$ cat src/rtl/status_value_queue.sv
// Shift-queue status vector: DEPTH entries of WIDTH bits, head at entry 0.
// Supports push at tail, pull from head, in-place update, flush and sticky error flags.
module status_value_queue #(
  parameter int WIDTH = 8,
  parameter int DEPTH = 8,
  parameter int CNT_W = $clog2(DEPTH + 1),
  parameter int IDX_W = $clog2(DEPTH)
) (
  input  logic                   clk_i,
  input  logic                   arst_i,
  input  logic                   flush_i,
  input  logic                   push_i,
  input  logic [WIDTH-1:0]       push_value_i,
  input  logic                   pull_i,
  input  logic                   upd_i,
  input  logic [IDX_W-1:0]       upd_idx_i,
  input  logic [WIDTH-1:0]       upd_value_i,
  input  logic                   err_clr_i,
  output logic [WIDTH-1:0]       head_o,
  output logic [WIDTH*DEPTH-1:0] vector_o,
  output logic [DEPTH-1:0]       valid_o,
  output logic [CNT_W-1:0]       count_o,
  output logic                   full_o,
  output logic                   empty_o,
  output logic                   push_ack_o,
  output logic                   pull_ack_o,
  output logic                   overflow_o,
  output logic                   underflow_o
);

  logic [WIDTH-1:0] mem_q [DEPTH];
  logic [WIDTH-1:0] mem_n [DEPTH];
  logic [CNT_W-1:0] count_q, count_n, push_slot;
  logic [DEPTH-1:0] valid_q, valid_n;
  logic             full_q, empty_q, ovf_q, unf_q;
  logic             ovf_set, unf_set, upd_ok;

  assign pull_ack_o = pull_i & ~empty_q & ~flush_i;
  assign push_ack_o = push_i & (~full_q | pull_ack_o) & ~flush_i;
  assign ovf_set    = push_i & ~push_ack_o & ~flush_i;
  assign unf_set    = pull_i & empty_q & ~push_i & ~flush_i;
  assign upd_ok     = upd_i & (CNT_W'(upd_idx_i) < count_q);
  // With a pull in the same cycle the tail has already moved down one slot.
  assign push_slot  = pull_ack_o ? count_q - CNT_W'(1) : count_q;

  always_comb begin
    mem_n   = mem_q;
    count_n = count_q;
    if (flush_i) begin
      for (int i = 0; i < DEPTH; i++) mem_n[i] = '0;
      count_n = '0;
    end else begin
      if (pull_ack_o) begin
        for (int i = 0; i < DEPTH - 1; i++) mem_n[i] = mem_q[i + 1];
        mem_n[DEPTH-1] = '0;
      end
      if (push_ack_o) begin
        for (int i = 0; i < DEPTH; i++)
          if (CNT_W'(i) == push_slot) mem_n[i] = push_value_i;
      end
      // Update follows the shift; an index-0 update under pull leaves with the head.
      if (upd_ok) begin
        for (int i = 0; i < DEPTH; i++) begin
          if (pull_ack_o) begin
            if (CNT_W'(i + 1) == CNT_W'(upd_idx_i)) mem_n[i] = upd_value_i;
          end else begin
            if (CNT_W'(i) == CNT_W'(upd_idx_i)) mem_n[i] = upd_value_i;
          end
        end
      end
      count_n = count_q + CNT_W'(push_ack_o) - CNT_W'(pull_ack_o);
    end
    for (int i = 0; i < DEPTH; i++) valid_n[i] = (CNT_W'(i) < count_n);
  end

  always_ff @(posedge clk_i or posedge arst_i) begin
    if (arst_i) begin
      for (int i = 0; i < DEPTH; i++) mem_q[i] <= '0;
      count_q <= '0;
      valid_q <= '0;
      full_q  <= 1'b0;
      empty_q <= 1'b1;
      ovf_q   <= 1'b0;
      unf_q   <= 1'b0;
    end else begin
      mem_q   <= mem_n;
      count_q <= count_n;
      valid_q <= valid_n;
      full_q  <= (count_n == CNT_W'(DEPTH));
      empty_q <= (count_n == '0);
      ovf_q   <= ovf_set | (ovf_q & ~err_clr_i);
      unf_q   <= unf_set | (unf_q & ~err_clr_i);
    end
  end

  always_comb begin
    vector_o = '0;
    for (int i = 0; i < DEPTH; i++) vector_o[i*WIDTH +: WIDTH] = mem_q[i];
  end

  assign head_o      = mem_q[0];
  assign valid_o     = valid_q;
  assign count_o     = count_q;
  assign full_o      = full_q;
  assign empty_o     = empty_q;
  assign overflow_o  = ovf_q;
  assign underflow_o = unf_q;

endmodule

$ cat config.mk
export PLATFORM = sky130hd
export DESIGN_NAME = status_value_queue
export DESIGN_NICKNAME = d
export VERILOG_FILES = /design/src/rtl/status_value_queue.sv
export SDC_FILE = /design/constraint.sdc
export NUM_CORES = 1
export LEC_CHECK = 0
export CORE_ASPECT_RATIO = 1.25
export CORE_MARGIN = 4
export CORE_UTILIZATION = 30
export DETAILED_ROUTE_END_ITERATION = 6
export GPL_ROUTABILITY_DRIVEN = 0
export PLACE_DENSITY = 0.61
export SLEW_MARGIN = 25
export SYNTH_ARGS = -nofsm -noshare
export SYNTH_HDL_FRONTEND = slang
export SYNTH_SLANG_ARGS = --single-unit
$ cat constraint.sdc
create_clock -name clk_i -period 5.2 [get_ports clk_i]
set_input_delay 0.78 -clock clk_i [delete_from_list [all_inputs] [get_ports clk_i]]
set_output_delay 0.78 -clock clk_i [all_outputs]
set_load 0.1 [all_outputs]
==> results_dict.tcl <==
set metrics [dict create \
    ant_nets 0 \
    row_count 51 \
    post_cts_resize_count 0 \
    clk_path_buf_depth 2 \
    grt_pass1_vias 4820 \
    synth-edff-count 0 \
    synth_cell_types 48 \
    power.share.switching_pct 55.4 \
    cellPowerDensity_nw_per_um2 557 \
    status "completed" \
    area_growth_pct 31.6 \
    tns_ns 0 \
    ys_seq_area_share_pct 41.2 \
    synth_area_sq_um 4800 \
    post-route-period-util_pct 74.9 \
    finalPower_w 0.00352 \
    synth_ff_type "dfrtp_1" \
    ys_ff_latch 79 \
    synth_area_per_cell_sq_um 8.33 \
    path_class "in -> out" \
    chipWidth_um 121 \
    reg2regPathDepth 10 \
    hold_path_class "reg -> reg" \
    tightest_slew_ns 1.03 \
    grt_max_degree 70 \
    clk_latency_ns 0.35 \
    r2r-start "empty_o" \
    drt_iter0_markers 604 \
    grt_first_pass_wirelength_um 27700 \
    cts_inserted_buffers 9 \
    reg2reg_setup_slack_ns 2.03 \
    timing.rr.end "empty_o" \
    port_buffers 115 \
    placed_area_sq_um 6030 \
    endpoint_kind "output pin" \
    cts_tree "built" \
    min-delay-start "underflow_o" \
    fin_crit_ns 3.90 \
    cts_setup_buffers 0 \
    stdcell_area_sq_um 6320 \
    pwr-share-seq_pct 24.9 \
    final_layout_size_suffix_gt1_share_pct 6.14 \
    fp.dieH_um 149 \
    vias 5070 \
    power.leakage_nw 2.60 \
    die_area_sq_um 18100 \
    cell_internal_pwr_w 0.00157 \
    grt_use_total_pct 20.1 \
    cts-root-buf "clkbuf_16" \
    num_antenna_cells 0 \
    start_kind "input port" \
    hold_slack_ns 0.537 \
    dp_hpwl_um 13400 \
    hold_path_end "underflow_o" \
    cts_hold_buf 0 \
    grt_overflow 0 \
    grt_antenna_before_repair 0 \
    hold_viol 0 \
    drv_slew 0 \
    power.net_switching_w 0.00195 \
    drc 0 \
    vias_per_cell 5.76 \
    peakVddDrop_mv 0.453 \
    initial_utilization_pct 30.7 \
    synthCells 576 \
    coreArea_sq_um 15600 \
    clock_power_share_pct 16.7 \
    post_drt_wl_per_cell_um 21.1 \
    wirelength_um 18600 \
    synth_fp_nets 612 \
    clock_skew_ns 0.00984 \
    crit_path_max_fanout 59 \
    netlist_top_cells_area "dfrtp_1 (41%), o221ai_1 (7.3%), nor2_1 (6.3%)" \
    power_frac_comb_pct 58.5 \
    worstPathRequired_ns 4.42 \
    cts.reportedPaths.clkPinSlew_ns 0.06 \
    num-nets-final 699 \
    setup_viol 0 \
    slew_headroom_pct 30.8 \
    cts.sinks 79 \
    maxCapViolations 0 \
    yosysTopAreaCell "dfrtp_1" \
    synth_top_area_share_pct 40.7 \
    worst_slack_ns 1.30 \
    min_path_cells 2 \
    arrival_ns 3.12 \
    first_pass_iters 6 \
    io_pins 116 \
    preCtsSetupSlack_ns 0.860 \
    max_freq_ghz 0.257 \
    ys_async_sr_fraction_pct 100 \
    rsz0062_at_grt "false" \
    cts-htree-levels 3 \
    yosys_warnings 0 \
]
layer usage:
layer	up-vias	wire length (um)	global-route usage, %	share of wire (%)
met5	-	0	0	0
met4	0	823	9.53	4.4
met3	63	1930	5.03	10
met2	339	8540	31.9	46
met1	2413	7310	25.6	39
li1	2255	-	-	-
metrics by stage:
step | utilization [%] | cells
finish | 40.4 | 880
global placement | 38.6 | 861
floorplan | - | 576
CTS | 40.3 | 877
detailed placement | 38.6 | 861
global route | 40.4 | 880
kinds of logic after synthesis:
kind of cell / share of synthesized area [%]
and+or+nand+nor: 30.3
AOI/OAI and AO/OA: 16.3
DFF: 41.2
buffers and inverters: 6.67
adders and majority gates: 2.76
xor gates and xnor gates: 1.85
muxes: 0.886
synth_stat cells (all sizes together), types with 3 or more instances:
library cell and instances:
dfrtp 78, inv 21, nand3b 3, ha 9
nand2 76, o211ai 5, nor2b 14, o22ai 17
o21ai 18, a311o 7, a21oi 11, xnor2 7
nor3 7, nand3 58, o221ai 40, or4 32
clkbuf 33, nand2b 16, buf 17, nor2 80
power by group through the flow:
stage               combinational, W  clock (W)  sequential [W]
floorplan                   0.000700          0         0.00175
global placement             0.00203          0        0.000885
detailed placement           0.00205          0        0.000885
CTS                          0.00206   0.000592        0.000876
global route                 0.00215   0.000617        0.000890
finish                       0.00206   0.000586        0.000875
layout by cell type, fill, tap and decap left out, types with 10 or more instances in the layout:
cell type / count
o22ai_1: 17
o21ai_0: 17
inv_1: 19
nand3_1: 58
o221ai_1: 40
or4_1: 32
dfrtp_1: 78
nand2_1: 76
buf_4: 11
nor2b_1: 14
clkdlybuf4s50_1: 113
a21oi_1: 10
nand2b_1: 16
nor2_1: 80
critical path: stages:
cell             delay [ns]
clkdlybuf4s50_1        0.56
or3b_2                 0.72
inv_2                  0.13
buf_4                  0.50
buf_4                  0.41
area by class of cell:
type / count / area [sq um]
flip-flops and latches: 79 / 1980
clock buffers: 10 / 229
multi-input cells: 426 / 2500
inverters: 21 / 78.8
clock inverters: 6 / 37.5
well taps: 212 / 265
fillers: 1577 / 9320
repair buffers: 126 / 1230
sequential cells by signal (all words and copies together), names as in the netlist:
name	count
underflow_o	1
overflow_o	1
vector_o	56
valid_o	7
empty_o	1
full_o	1
head_o	8
count_o	4
how the worst max path moves through the flow:
| stage | startpoint | to | slack (ns) |
|---|---|---|---|
| finish | pull_i | pull_ack_o | 1.30 |
| global route | pull_i | pull_ack_o | 1.19 |
| CTS | flush_i | vector_o[15] | 1.21 |
| detailed placement | flush_i | valid_o[0] | 0.86 |
| global placement | flush_i | valid_o[0] | 0.98 |
| floorplan | flush_i | valid_o[0] | 0.48 |
Power figures use the tool's default switching activity.
